`config.mk`:
```
export PLATFORM = sky130hd
export DESIGN_NAME = peak_tx_arbiter_flat
export DESIGN_NICKNAME = d
export VERILOG_FILES = /design/src/rtl/peak_tx_arbiter_if.sv /design/src/rtl/peak_tx_arbiter.sv /design/src/flat_wrapper.sv
export SDC_FILE = /design/constraint.sdc
export NUM_CORES = 1
export LEC_CHECK = 0
export BUFFER_PORTS_ARGS = -buffer_cell sky130_fd_sc_hd__buf_2
export CAP_MARGIN = 25
export CORE_ASPECT_RATIO = 0.75
export CORE_UTILIZATION = 49
export CTS_CLUSTER_SIZE = 25
export DETAILED_ROUTE_END_ITERATION = 8
export GPL_TIMING_DRIVEN = 0
export PLACE_DENSITY_LB_ADDON = 0.2
export SLEW_MARGIN = 25
export SYNTH_ARGS = -nofsm -noshare
export SYNTH_HDL_FRONTEND = slang
export SYNTH_SLANG_ARGS = --single-unit
```
`constraint.sdc`:
```
create_clock -name SysClk -period 2.55 [get_ports SysClk]
set_input_delay 0.255 -clock SysClk [delete_from_list [all_inputs] [get_ports SysClk]]
set_output_delay 0.255 -clock SysClk [all_outputs]
set_load 0.01 [all_outputs]
```
`src/rtl/peak_tx_arbiter_if.sv`:
```
// Signal bundle between the accumulate channels' tx FIFOs, the peak_tx_arbiter and the UART transmitter.
// master = arbiter side, slave = channel/UART side.
interface peak_tx_arbiter_if #(
  parameter int NUM_CH = 4
);
  logic [NUM_CH-1:0]   ChDataReady;
  logic [NUM_CH-1:0]   ChDataValid;
  logic [8*NUM_CH-1:0] ChDataOut;
  logic [NUM_CH-1:0]   ChTxEnable;
  logic                UartReady;
  logic                UartWrEn;
  logic [7:0]          UartData;
  logic [2:0]          GrantCh;
  logic                Busy;
  logic                TimeoutErr;
  logic [7:0]          TimeoutCount;

  modport master (
    input  ChDataReady, ChDataValid, ChDataOut, UartReady,
    output ChTxEnable, UartWrEn, UartData, GrantCh, Busy, TimeoutErr, TimeoutCount
  );

  modport slave (
    output ChDataReady, ChDataValid, ChDataOut, UartReady,
    input  ChTxEnable, UartWrEn, UartData, GrantCh, Busy, TimeoutErr, TimeoutCount
  );
endinterface

```
`src/rtl/peak_tx_arbiter.sv`:
```
// Round-robin arbiter sharing one UART byte transmitter among NUM_CH accumulate channels;
// each granted frame is prefixed with HDR_BASE|channel and ends on an aligned FF 80 stop word.
//
// state      | meaning
// IDLE       | no grant; pick next ready channel from the round-robin pointer
// HEADER     | wait for UART, write header byte
// REQ        | wait for UART and channel data, issue one read strobe
// WAIT_VALID | wait for the channel's valid byte, then forward it
// DONE       | advance pointer past the granted channel
module peak_tx_arbiter #(
  parameter int         NUM_CH   = 4,
  parameter int         TIMEOUT  = 65535,
  parameter logic [7:0] HDR_BASE = 8'hC0
) (
  input logic               SysClk,
  input logic               ResetN,
  peak_tx_arbiter_if.master bus
);

  localparam int            TW       = (TIMEOUT < 2) ? 1 : $clog2(TIMEOUT + 1);
  localparam logic [TW-1:0] TMR_LOAD = TW'(TIMEOUT);
  localparam logic [2:0]    LAST_CH  = 3'(NUM_CH - 1);

  typedef enum logic [2:0] {
    IDLE,
    HEADER,
    REQ,
    WAIT_VALID,
    DONE
  } state_t;

  state_t            state, state_nxt;
  logic [2:0]        grant, grant_nxt;
  logic [2:0]        ptr, ptr_nxt;
  logic              parity, parity_nxt;
  logic              prev_ff, prev_ff_nxt;
  logic [TW-1:0]     tmr, tmr_nxt;
  logic [NUM_CH-1:0] tx_en, tx_en_nxt;
  logic              wr_en, wr_en_nxt;
  logic [7:0]        wr_data, wr_data_nxt;
  logic              busy;
  logic              to_err, to_err_nxt;
  logic [7:0]        to_cnt, to_cnt_nxt;
  logic              abandon;

  logic [7:0]  rdy_pad;
  logic [7:0]  vld_pad;
  logic [7:0]  oh_pad;
  logic [63:0] data_pad;
  logic        sel_ready;
  logic        sel_valid;
  logic [7:0]  sel_byte;
  logic        stop_word;
  logic        tmr_expire;
  logic        pick_found;
  logic [2:0]  pick_ch;

  function automatic logic [2:0] rr_idx(input logic [2:0] base, input int off);
    int s;
    s = int'(base) + off;
    if (s >= NUM_CH) s = s - NUM_CH;
    return 3'(s);
  endfunction

  // Pad channel vectors to 8 lanes so GrantCh can index them directly for any NUM_CH.
  assign rdy_pad    = 8'(bus.ChDataReady);
  assign vld_pad    = 8'(bus.ChDataValid);
  assign data_pad   = 64'(bus.ChDataOut);
  assign sel_ready  = rdy_pad[grant];
  assign sel_valid  = vld_pad[grant];
  assign sel_byte   = data_pad[{grant, 3'b000} +: 8];
  assign oh_pad     = 8'b1 << grant;
  assign stop_word  = parity && prev_ff && (sel_byte == 8'h80);
  assign tmr_expire = (tmr <= TW'(1));

  always_comb begin
    pick_found = 1'b0;
    pick_ch    = 3'd0;
    for (int k = 0; k < NUM_CH; k++) begin
      if (!pick_found && rdy_pad[rr_idx(ptr, k)]) begin
        pick_found = 1'b1;
        pick_ch    = rr_idx(ptr, k);
      end
    end
  end

  always_comb begin
    state_nxt   = state;
    grant_nxt   = grant;
    ptr_nxt     = ptr;
    parity_nxt  = parity;
    prev_ff_nxt = prev_ff;
    tmr_nxt     = tmr;
    tx_en_nxt   = '0;
    wr_en_nxt   = 1'b0;
    wr_data_nxt = wr_data;
    to_err_nxt  = 1'b0;
    to_cnt_nxt  = to_cnt;
    abandon     = 1'b0;

    case (state)
      IDLE: begin
        if (pick_found) begin
          grant_nxt = pick_ch;
          tmr_nxt   = TMR_LOAD;
          state_nxt = HEADER;
        end
      end

      HEADER: begin
        if (bus.UartReady) begin
          wr_en_nxt   = 1'b1;
          wr_data_nxt = HDR_BASE | {5'b00000, grant};
          parity_nxt  = 1'b0;
          prev_ff_nxt = 1'b0;
          tmr_nxt     = TMR_LOAD;
          state_nxt   = REQ;
        end
      end

      // A write issued last edge is still in flight while wr_en is high, so UartReady
      // cannot yet reflect it; holding off keeps the forwarded byte from overrunning the UART.
      REQ: begin
        if (tmr_expire) begin
          abandon = 1'b1;
        end else begin
          tmr_nxt = tmr - TW'(1);
          if (bus.UartReady && sel_ready && !wr_en) begin
            tx_en_nxt = oh_pad[NUM_CH-1:0];
            state_nxt = WAIT_VALID;
          end
        end
      end

      WAIT_VALID: begin
        if (sel_valid) begin
          wr_en_nxt   = 1'b1;
          wr_data_nxt = sel_byte;
          parity_nxt  = ~parity;
          prev_ff_nxt = (sel_byte == 8'hFF);
          tmr_nxt     = TMR_LOAD;
          state_nxt   = stop_word ? DONE : REQ;
        end else if (tmr_expire) begin
          abandon = 1'b1;
        end else begin
          tmr_nxt = tmr - TW'(1);
        end
      end

      DONE: begin
        ptr_nxt   = (grant == LAST_CH) ? 3'd0 : grant + 3'd1;
        state_nxt = IDLE;
      end

      default: state_nxt = IDLE;
    endcase

    if (abandon) begin
      state_nxt  = DONE;
      to_err_nxt = 1'b1;
      to_cnt_nxt = (to_cnt == 8'hFF) ? to_cnt : to_cnt + 8'd1;
    end
  end

  always_ff @(posedge SysClk or negedge ResetN) begin
    if (!ResetN) begin
      state   <= IDLE;
      grant   <= 3'd0;
      ptr     <= 3'd0;
      parity  <= 1'b0;
      prev_ff <= 1'b0;
      tmr     <= '0;
      tx_en   <= '0;
      wr_en   <= 1'b0;
      wr_data <= 8'h00;
      busy    <= 1'b0;
      to_err  <= 1'b0;
      to_cnt  <= 8'h00;
    end else begin
      state   <= state_nxt;
      grant   <= grant_nxt;
      ptr     <= ptr_nxt;
      parity  <= parity_nxt;
      prev_ff <= prev_ff_nxt;
      tmr     <= tmr_nxt;
      tx_en   <= tx_en_nxt;
      wr_en   <= wr_en_nxt;
      wr_data <= wr_data_nxt;
      busy    <= (state_nxt != IDLE);
      to_err  <= to_err_nxt;
      to_cnt  <= to_cnt_nxt;
    end
  end

  assign bus.ChTxEnable   = tx_en;
  assign bus.UartWrEn     = wr_en;
  assign bus.UartData     = wr_data;
  assign bus.GrantCh      = grant;
  assign bus.Busy         = busy;
  assign bus.TimeoutErr   = to_err;
  assign bus.TimeoutCount = to_cnt;

endmodule

```
`src/flat_wrapper.sv`:
```
// flat-port wrapper written by rule: the top's interface ports become plain ports
module peak_tx_arbiter_flat 
#(
  parameter int         NUM_CH   = 4,
  parameter int         TIMEOUT  = 65535,
  parameter logic [7:0] HDR_BASE = 8'hC0
)
  (SysClk, ResetN, bus_ChDataReady, bus_ChDataValid, bus_ChDataOut, bus_UartReady, bus_ChTxEnable, bus_UartWrEn, bus_UartData, bus_GrantCh, bus_Busy, bus_TimeoutErr, bus_TimeoutCount);
  peak_tx_arbiter_if #(.NUM_CH(NUM_CH)) bus_i ();
  input logic SysClk;
  input logic ResetN;
  input wire logic [$bits(bus_i.ChDataReady)-1:0] bus_ChDataReady;
  input wire logic [$bits(bus_i.ChDataValid)-1:0] bus_ChDataValid;
  input wire logic [$bits(bus_i.ChDataOut)-1:0] bus_ChDataOut;
  input wire logic [$bits(bus_i.UartReady)-1:0] bus_UartReady;
  output wire logic [$bits(bus_i.ChTxEnable)-1:0] bus_ChTxEnable;
  output wire logic [$bits(bus_i.UartWrEn)-1:0] bus_UartWrEn;
  output wire logic [$bits(bus_i.UartData)-1:0] bus_UartData;
  output wire logic [$bits(bus_i.GrantCh)-1:0] bus_GrantCh;
  output wire logic [$bits(bus_i.Busy)-1:0] bus_Busy;
  output wire logic [$bits(bus_i.TimeoutErr)-1:0] bus_TimeoutErr;
  output wire logic [$bits(bus_i.TimeoutCount)-1:0] bus_TimeoutCount;
  assign bus_i.ChDataReady = bus_ChDataReady;
  assign bus_i.ChDataValid = bus_ChDataValid;
  assign bus_i.ChDataOut = bus_ChDataOut;
  assign bus_i.UartReady = bus_UartReady;
  assign bus_ChTxEnable = bus_i.ChTxEnable;
  assign bus_UartWrEn = bus_i.UartWrEn;
  assign bus_UartData = bus_i.UartData;
  assign bus_GrantCh = bus_i.GrantCh;
  assign bus_Busy = bus_i.Busy;
  assign bus_TimeoutErr = bus_i.TimeoutErr;
  assign bus_TimeoutCount = bus_i.TimeoutCount;
  peak_tx_arbiter #(.NUM_CH(NUM_CH), .TIMEOUT(TIMEOUT), .HDR_BASE(HDR_BASE)) u_core (.SysClk(SysClk), .ResetN(ResetN), .bus(bus_i));
endmodule
```
==> flow_summary.ini, run 1 <==
[placed_design]
io_buffers = 68
gp_congestion = 0.866
placed_area_sq_um = 3530
dp_hpwl_mm = 5.39

[worst_setup_path]
crit_fanout = 8
critPathCaptureType = flop
crit_arrival_ns = 2.73
start_kind = flop
cp-startpoint = u_core.bus.GrantCh[0]
critical_path_required_ns = 2.75
r2r-start = u_core.bus.GrantCh[0]
path_class = reg2reg

[grt]
antenna_found_initial = 0
grt_pass1_wl_mm = 12.5
grt_pass1_vias = 2585
grt-busiest-layer = met2
grt-ovfl-total = 0
grt_max_degree = 51
grt_use_total_pct = 24.2
met3_usage_pct = 5.38
grt_use_met2_pct = 37.0
grtUsageMet1_pct = 35.3

[layout]
drive_gt1_share_pct = 34.4
final_cell_mix = buf_2 (67), dfrtp_1 (49), nand2_1 (21), buf_4 (16), nand3_1 (16)
fin_area_sq_um = 3890
fin_nets = 446
layout_commonest_cell = buf_2
final_core_util_pct = 65.4
syn2layout_area_growth_pct = 26.3
n_antenna_cell = 0

[synthesis]
yosys-top-cells-area = dfrtp_1 (41%), mux4_2 (8.8%), o31ai_1 (3.9%)
yosys.area.top_type = dfrtp_1
synthFlopType = dfrtp_1
synth_enable_flop_cells = 0
async_reset_ff_share_pct = 100
synthCells = 305
synth_top_area_share_pct = 40.6
yosysWarnings = 0
syn_nets = 357
yosysSeqAreaShare_pct = 40.6
syn_avg_cell_area_sq_um = 10.1
synth-seq-cells = 50
netlist-cell-type-count = 58
syn-cell-area_sq_um = 3080

[timing]
worstMarginPinSlew_ns = 0.800
max_freq_mhz = 395
rsz0062_at_grt = true
slew_violations = 0
slew-limit-headroom_pct = 46.6
hold_slack_ns = 0.424
finalSetupViolations = 0
fin_crit_sh_pct = 99.3
hold_violations = 0
fin_crit_ns = 2.53
skew_ns = 0.00767

[floorplanning]
die_y_um = 70.7
rows = 24
dieArea_sq_um = 6610
pin_count = 69
dieWidth_um = 93.6
core_area_sq_um = 5950
start_util_pct = 51.8

[drt]
vias_per_cell = 5.87
drc = 0
vias = 2777
antenna_left = 0
drt_iter0_markers = 197
dr.pass1.iters = 4
wl_per_cell_um = 16.5
wl_mm = 7.79

[power_and_ir_drop]
power.density_nw_per_um2 = 819
ir_drop_mv = 0.483
leakagePower_nw = 1.68

[run]
drv_cap = 0

[clock_network]
clk_pin_slew_ns = 0.10
htree_levels = 2
clock-sinks = 50
cts_buffer_depth = 2
cts_made_buffers = 5
tritoncts = built
clkLatencyLatePin_ns = 0.31
root_buffer = clkbuf_8

[worst_hold_path]
hold_class = in2reg
hp-start = bus_UartReady

[run_status]
status = finished, final reports clean
## cell usage after synthesis, drive strengths merged, types with 4 or more instances
| library cell | n |
|---|---|
| a31oi | 6 |
| and2 | 8 |
| a21oi | 15 |
| buf | 6 |
| nand3 | 16 |
| clkbuf | 9 |
| o21ai | 13 |
| dfrtp | 50 |
| mux4 | 12 |
| nor4 | 4 |
| inv | 16 |
| xor2 | 4 |
| ha | 9 |
| nand2 | 21 |
| nor2 | 16 |
| nand2b | 5 |
| nor2b | 6 |
| o2bb2ai | 4 |
| o31ai | 16 |
| nor3 | 11 |
| mux2 | 5 |
## logic make-up after synthesis
kind of cell | Yosys count | share of synthesized area, %
AOI/OAI and AO/OA | 82 | 18.4
xor gates and xnor gates | 7 | 1.99
adders and majority gates | 9 | 3.65
buffers and inverters | 31 | 4.59
DFF | 50 | 40.6
muxes | 19 | 11.2
and+or+nand+nor | 107 | 19.6
## where the power goes
group          leakage (nW)  switching [mW]  internal (mW)
Clock                0.0504           0.281          0.292
Sequential            0.570           0.188          0.976
Combinational          1.06           0.754          0.694
Total                  1.68            1.22           1.96
## worst paths after layout
kind	depth (start not counted)	to	slack (ns)
max in group asynchronous	2	u_core.ptr[1]	1.62
setup reg to reg	8	u_core.bus.TimeoutCount[1]	0.02
hold reg to reg	1	u_core.bus.UartData[2]	0.49
setup / recovery	8	u_core.bus.TimeoutCount[1]	0.02
hold / removal	4	u_core.bus.ChTxEnable[3]	0.42
min in group asynchronous	2	u_core.ptr[2]	0.50
## registers in the layout (all words and copies together), names as in the netlist
name,cells
u_core.bus.Busy,1
u_core.bus.ChTxEnable,4
u_core.bus.GrantCh,3
u_core.bus.TimeoutCount,8
u_core.bus.TimeoutErr,1
u_core.bus.UartData,8
u_core.bus.UartWrEn,1
u_core.parity,1
u_core.prev_ff,1
u_core.ptr,3
u_core.state,3
u_core.tmr,16
## layout make-up
class | count | area (sq um)
multi-input combinational | 224 | 1800
timing repair buffer | 83 | 458
clock buffer | 5 | 68.8
fill | 474 | 2050
tap | 78 | 97.6
sequential | 50 | 1250
inverter | 16 | 63.8
clock inverter | 3 | 45.0
buffer | 14 | 103
## critical path, cell delays in order (launching register included)
cell	delay (ns)
dfrtp_1	0.38
buf_6	0.12
mux4_2	0.53
a21o_1	0.19
buf_6	0.14
or4_4	0.44
buf_12	0.17
nor2_4	0.13
mux2_4	0.31
## routing by layer
layer  vias up  wire length [um]
met3        13               450
met5         -                 0
met4         0                95
li1       1330                 -
met2        94              3520
met1      1340              3730
## metrics by stage
stage	std cells	TNS (ns)	worst slack (ns)	power, mW
2_1_floorplan	305	-0.0181	-0.0181	2.03
3_3_place_gp	451	-7.84	-0.563	2.38
3_5_place_dp	451	-8.97	-0.626	2.41
4_1_cts	463	0	0.0239	3.06
5_1_grt	473	-0.0688	-0.0185	3.39
6_report	473	0	0.0181	3.19
## timing repair
item,CTS,global route
pin swaps,1,5
buffers inserted,4,10
endpoints found under the hold margin,50,0
gates resized for setup,17,14
hold buffers,1,0
setup endpoints to repair,27,18
No activity file was read; power rests on OpenSTA's default activity.
==> run 2: changes to the inputs <==
--- a/config.mk
+++ b/config.mk
@@ -8,7 +8,7 @@
 export BUFFER_PORTS_ARGS = -buffer_cell sky130_fd_sc_hd__buf_2
 export CAP_MARGIN = 25
 export CORE_ASPECT_RATIO = 0.75
-export CORE_UTILIZATION = 49
+export CORE_UTILIZATION = 54
 export CTS_CLUSTER_SIZE = 25
 export DETAILED_ROUTE_END_ITERATION = 8
 export GPL_TIMING_DRIVEN = 0
==> constraint.sdc (replaced) <==
create_clock -name SysClk -period 2.4 [get_ports SysClk]
set_input_delay 0.24 -clock SysClk [delete_from_list [all_inputs] [get_ports SysClk]]
set_output_delay 0.24 -clock SysClk [all_outputs]
set_load 0.01 [all_outputs]
==> flow_summary.ini, run 2 (synthesis gave the netlist of run 1 again) <==
[clock_network]
clkLatencyLatePin_ns = 0.30
cts_buffer_depth = 2
cts_made_buffers = 5
tritoncts = built
clock-sinks = 50
htree_levels = 2
clk_pin_slew_ns = 0.09
root_buffer = clkbuf_8

[grt]
grt-ovfl-total = 0
antenna_found_initial = 0
grt_pass1_vias = 2646
grt_use_total_pct = 27.3
grt_pass1_wl_mm = 12.5
grt_max_degree = 51

[power_and_ir_drop]
ir_drop_mv = 0.492
leakagePower_nw = 1.69
power.density_nw_per_um2 = 831

[worst_hold_path]
hold_end = u_core.bus.ChTxEnable[3]
whs_path_depth = 4
hold_class = in2reg
hp-start = bus_UartReady

[placed_design]
gp_congestion = 0.892
io_buffers = 68
dp_hpwl_mm = 5.32
placed_area_sq_um = 3530

[worst_setup_path]
critical_path.top_delay_family = compound AO/OA/AOI/OAI gates
critical_path_required_ns = 2.57
r2r_cells = 6
reg2reg_slack_ns = -0.04
start_kind = flop
path_cells = buf_6 > mux4_2 > a221oi_2 > o211ai_1 > a21oi_2 > or4b_1
critPathCaptureType = flop
r2r-end = u_core.bus.Busy
crit_buf_inv = 1
crit_fanout = 8
cpPeakStageDelay_ns = 0.56
r2r-start = u_core.ptr[0]
crit_path_top_delay_cell = mux4_2
crit_arrival_ns = 2.61
path_class = reg2reg

[floorplanning]
rows = 23
start_util_pct = 57.0
dieWidth_um = 89.2
core_area_sq_um = 5410
pin_count = 69
dieArea_sq_um = 6020
die_y_um = 67.4

[run]
drv_cap = 0

[layout]
final_cell_mix = buf_2 (68), dfrtp_1 (49), nand2_1 (20), nand3_1 (16), buf_4 (16)
fillers = 433
drive_gt1_share_pct = 36.1
layout_commonest_cell = buf_2
largest_reg_flops = 16
final_core_util_pct = 71.9
regMostFlops = u_core.tmr
syn2layout_area_growth_pct = 26.2
fin_nets = 447
n_antenna_cell = 0
fin_area_sq_um = 3890

[timing]
postLayoutSetupSlackWorst_ns = -0.0393
fin_crit_sh_pct = 102
slew-limit-headroom_pct = 51.0
rsz0062_at_grt = true
skew_ns = 0.00583
worstMarginPinSlew_ns = 0.736
fin_crit_ns = 2.44
finalSetupViolations = 1
hold_violations = 0
slew_violations = 0
max_freq_mhz = 410
setup_tns_ns = -0.0393

[drt]
vias = 2806
dr.pass1.iters = 5
wl_mm = 7.52
vias_per_cell = 5.96
wl_per_cell_um = 16.0
drc = 0
antenna_left = 0
drt_iter0_markers = 211

[run_status]
status = finished, violations left
violations = setup timing
[run 2: how the worst max path moves through the flow]
stage,startpoint,end,slack [ns],depth (start not counted)
final,u_core.ptr[0],u_core.bus.Busy,-0.04,6
after global routing,u_core.bus.GrantCh[0],u_core.bus.Busy,-0.13,7
after CTS,u_core.bus.GrantCh[0],u_core.bus.Busy,-0.05,7
after detailed placement,u_core.ptr[1],u_core.tmr[6],-0.58,9
after global placement,u_core.ptr[1],u_core.tmr[6],-0.59,9
after floorplan,u_core.bus.GrantCh[0],u_core.bus.TimeoutCount[1],-0.09,8
[run 2: layout make-up]
| class | count | area [sq um] | area share [%] |
|---|---|---|---|
| repair buffers | 85 | 477 | 12.3 |
| well taps | 75 | 93.8 | 2.41 |
| inverters | 16 | 66.3 | 1.71 |
| clock buffers | 5 | 68.8 | 1.77 |
| multi-input cells | 224 | 1810 | 46.5 |
| plain buffers | 13 | 100 | 2.57 |
| clock inverters | 3 | 21.3 | 0.547 |
| flip-flops and latches | 50 | 1250 | 32.2 |
[run 2: timing repair]
action,in CTS,in global routing
resized for setup,18,19
hold endpoints to repair,50,0
setup buffers,11,5
pin swaps,6,5
hold buffers,1,0
endpoints found under the setup margin,30,25
[run 2: report_power, final]
part | internal (mW) | switching [mW] | leakage, nW | total, mW
clock network | 0.206 | 0.294 | 0.0441 | 0.499
registers | 1.04 | 0.193 | 0.570 | 1.23
logic | 0.709 | 0.795 | 1.08 | 1.50
total | 1.95 | 1.28 | 1.69 | 3.23
[run 2: layer usage]
metal	track usage [%]	wire length [um]	vias to the layer above
li1	-	-	1339
met1	40.2	3560	1357
met2	41.0	3460	106
met3	6.48	449	4
met4	5.95	50	0
met5	0	0	-
[run 2: tightest hold or removal path: stages]
cell and delay [ns]:
buf_2 0.11, nand3_1 0.07, nor4b_1 0.08, and2_1 0.14
[run 2: through the flow]
step           hold WS (ns)  total power [mW]  std cells  worst slack, ns
6_report              0.382              3.23        471          -0.0393
5_1_grt               0.417              3.45        471           -0.130
4_1_cts               0.379              3.17        467          -0.0487
3_5_place_dp          0.300              2.56        448           -0.575
3_3_place_gp          0.464              2.52        448           -0.589
2_1_floorplan       -0.0556              2.16        305          -0.0927
==> run 3: changes to the inputs <==
--- a/config.mk
+++ b/config.mk
@@ -7,7 +7,6 @@
 export LEC_CHECK = 0
 export BUFFER_PORTS_ARGS = -buffer_cell sky130_fd_sc_hd__buf_2
 export CAP_MARGIN = 25
-export CORE_ASPECT_RATIO = 0.75
 export CORE_UTILIZATION = 54
 export CTS_CLUSTER_SIZE = 25
 export DETAILED_ROUTE_END_ITERATION = 8
==> flow_summary.ini, run 3 (synthesis gave the netlist of run 1 again) <==
[run_status]
status = finished, violations left
violations = setup timing

[clock_network]
clk_pin_slew_ns = 0.09
htree_levels = 2
clock-sinks = 50
clkLatencyLatePin_ns = 0.30
cts_made_buffers = 5
tritoncts = built
cts_buffer_depth = 2
root_buffer = clkbuf_8

[worst_setup_path]
start_kind = flop
r2r-start = u_core.bus.GrantCh[0]
reg2reg_slack_ns = -0.07
crit_path_top_delay_cell = a21oi_1
critPathCaptureType = flop
crit_fanout = 10
path_class = reg2reg
cp-startpoint = u_core.bus.GrantCh[0]
r2r_cells = 7
crit_path_end = u_core.tmr[8]
crit_top_cell = a31oi_1
critical_path_required_ns = 2.54
path_cells = buf_6 > mux4_2 > buf_4 > a21oi_1 > nand2b_1 > a31oi_1 > a31oi_1
r2r-end = u_core.tmr[8]
cpPeakStageDelay_ns = 0.67
crit_arrival_ns = 2.61

[timing]
fin_crit_sh_pct = 103
postLayoutSetupSlackWorst_ns = -0.0677
slew_violations = 0
worstMarginPinSlew_ns = 0.872
fin_crit_ns = 2.47
skew_ns = 0.00480
hold_slack_ns = 0.432
rsz0062_at_grt = true
setup_tns_ns = -0.113
max_freq_mhz = 405
finalSetupViolations = 3
hold_violations = 0
slew-limit-headroom_pct = 41.9

[drt]
drc = 0
vias = 2788
wl_mm = 7.42
drt_iter0_markers = 190
wl_per_cell_um = 15.7
vias_per_cell = 5.89
antenna_left = 0
dr.pass1.iters = 4

[run]
drv_cap = 0

[floorplanning]
start_util_pct = 56.0
dieArea_sq_um = 6010
core_area_sq_um = 5510
rows = 27
pin_count = 69
dieWidth_um = 77.5
die_y_um = 77.5

[power_and_ir_drop]
leakagePower_nw = 1.73
swShare_pct = 36.2
seqPwrFrac_pct = 35.4
finalPower_mw = 3.44
clockPowerShare_pct = 21.1
p_int_mw = 2.19
combPwrFrac_pct = 43.5
ir_drop_mv = 0.585
switchingPower_mw = 1.25
power.density_nw_per_um2 = 864

[layout]
fin_area_sq_um = 3980
register_area_sq_um = 1250
fin_nets = 452
drive_gt1_share_pct = 36.9
largest_reg_flops = 16
syn2layout_area_growth_pct = 29.2
layout_commonest_cell = buf_2
multi_input_area_sq_um = 1840
final_core_util_pct = 72.3
n_antenna_cell = 0
final_cell_mix = buf_2 (68), dfrtp_1 (49), buf_4 (23), nand2_1 (19), nand3_1 (16)
regMostFlops = u_core.tmr
layout.cells.non_filler = 473
fillers = 417

[placed_design]
gp_congestion = 0.870
placed_area_sq_um = 3530
io_buffers = 68
dp.cells = 445
dp_hpwl_mm = 5.00
dp_slack_ns = -0.600

[worst_hold_path]
hold_class = in2reg
whs_path_depth = 4

[grt]
grt_use_total_pct = 25.2
grt_max_degree = 51
grt_pass1_vias = 2652
grt_pass1_wl_mm = 12.1
grt-ovfl-total = 0
antenna_found_initial = 0
## run 3: layer usage
layer / track usage, % / vias up / part of all wire [%]
met5: 0 / - / 0
met4: 7.55 / 0 / 0.61
met3: 4.59 / 6 / 4.6
met2: 42.2 / 80 / 50
met1: 33.3 / 1361 / 45
li1: - / 1341 / -
## run 3: worst max-delay path: cells and delay by family, from the launching register on
| kind | cells | cell delay [ns] |
|---|---|---|
| AND/OR/NAND/NOR | 1 | 0.12 |
| flip-flops | 1 | 0.39 |
| AO/OA/AOI/OAI | 3 | 0.98 |
| multiplexers | 1 | 0.53 |
| buffers and inverters | 2 | 0.29 |
## run 3: how the worst min path moves through the flow
stage | from | end | slack (ns)
CTS | bus_UartReady | u_core.bus.ChTxEnable[3] | 0.40
global route | bus_UartReady | u_core.bus.ChTxEnable[3] | 0.45
floorplan | ResetN | u_core.bus.Busy | -0.06
global placement | u_core.bus.UartData[2] | u_core.bus.UartData[2] | 0.46
detailed placement | ResetN | u_core.tmr[14] | 0.30
finish | bus_UartReady | u_core.bus.ChTxEnable[3] | 0.43
## run 3: final cells by class
| class | instances | share of cell area [%] |
|---|---|---|
| sequential | 50 | 31.5 |
| buffer | 12 | 1.89 |
| clock inverter | 2 | 1.51 |
| multi-input combinational | 224 | 46.1 |
| tap | 72 | 2.26 |
| timing repair buffer | 91 | 13.0 |
| clock buffer | 6 | 2.07 |
| inverter | 16 | 1.70 |
## run 3: what timing repair did
action	CTS	global route
endpoints found under the setup margin	29	25
resized for setup	21	14
buffers inserted	16	6
hold endpoints to repair	50	0
pin swaps	5	6
hold buffers	1	0
## run 3: power groups by stage
stage | registers [mW] | logic [mW] | clock network, mW
2_1_floorplan | 1.24 | 0.922 | 0
3_3_place_gp | 1.22 | 1.30 | 0
3_5_place_dp | 1.22 | 1.32 | 0
4_1_cts | 1.21 | 1.44 | 0.737
5_1_grt | 1.25 | 1.66 | 0.769
6_report | 1.22 | 1.49 | 0.725
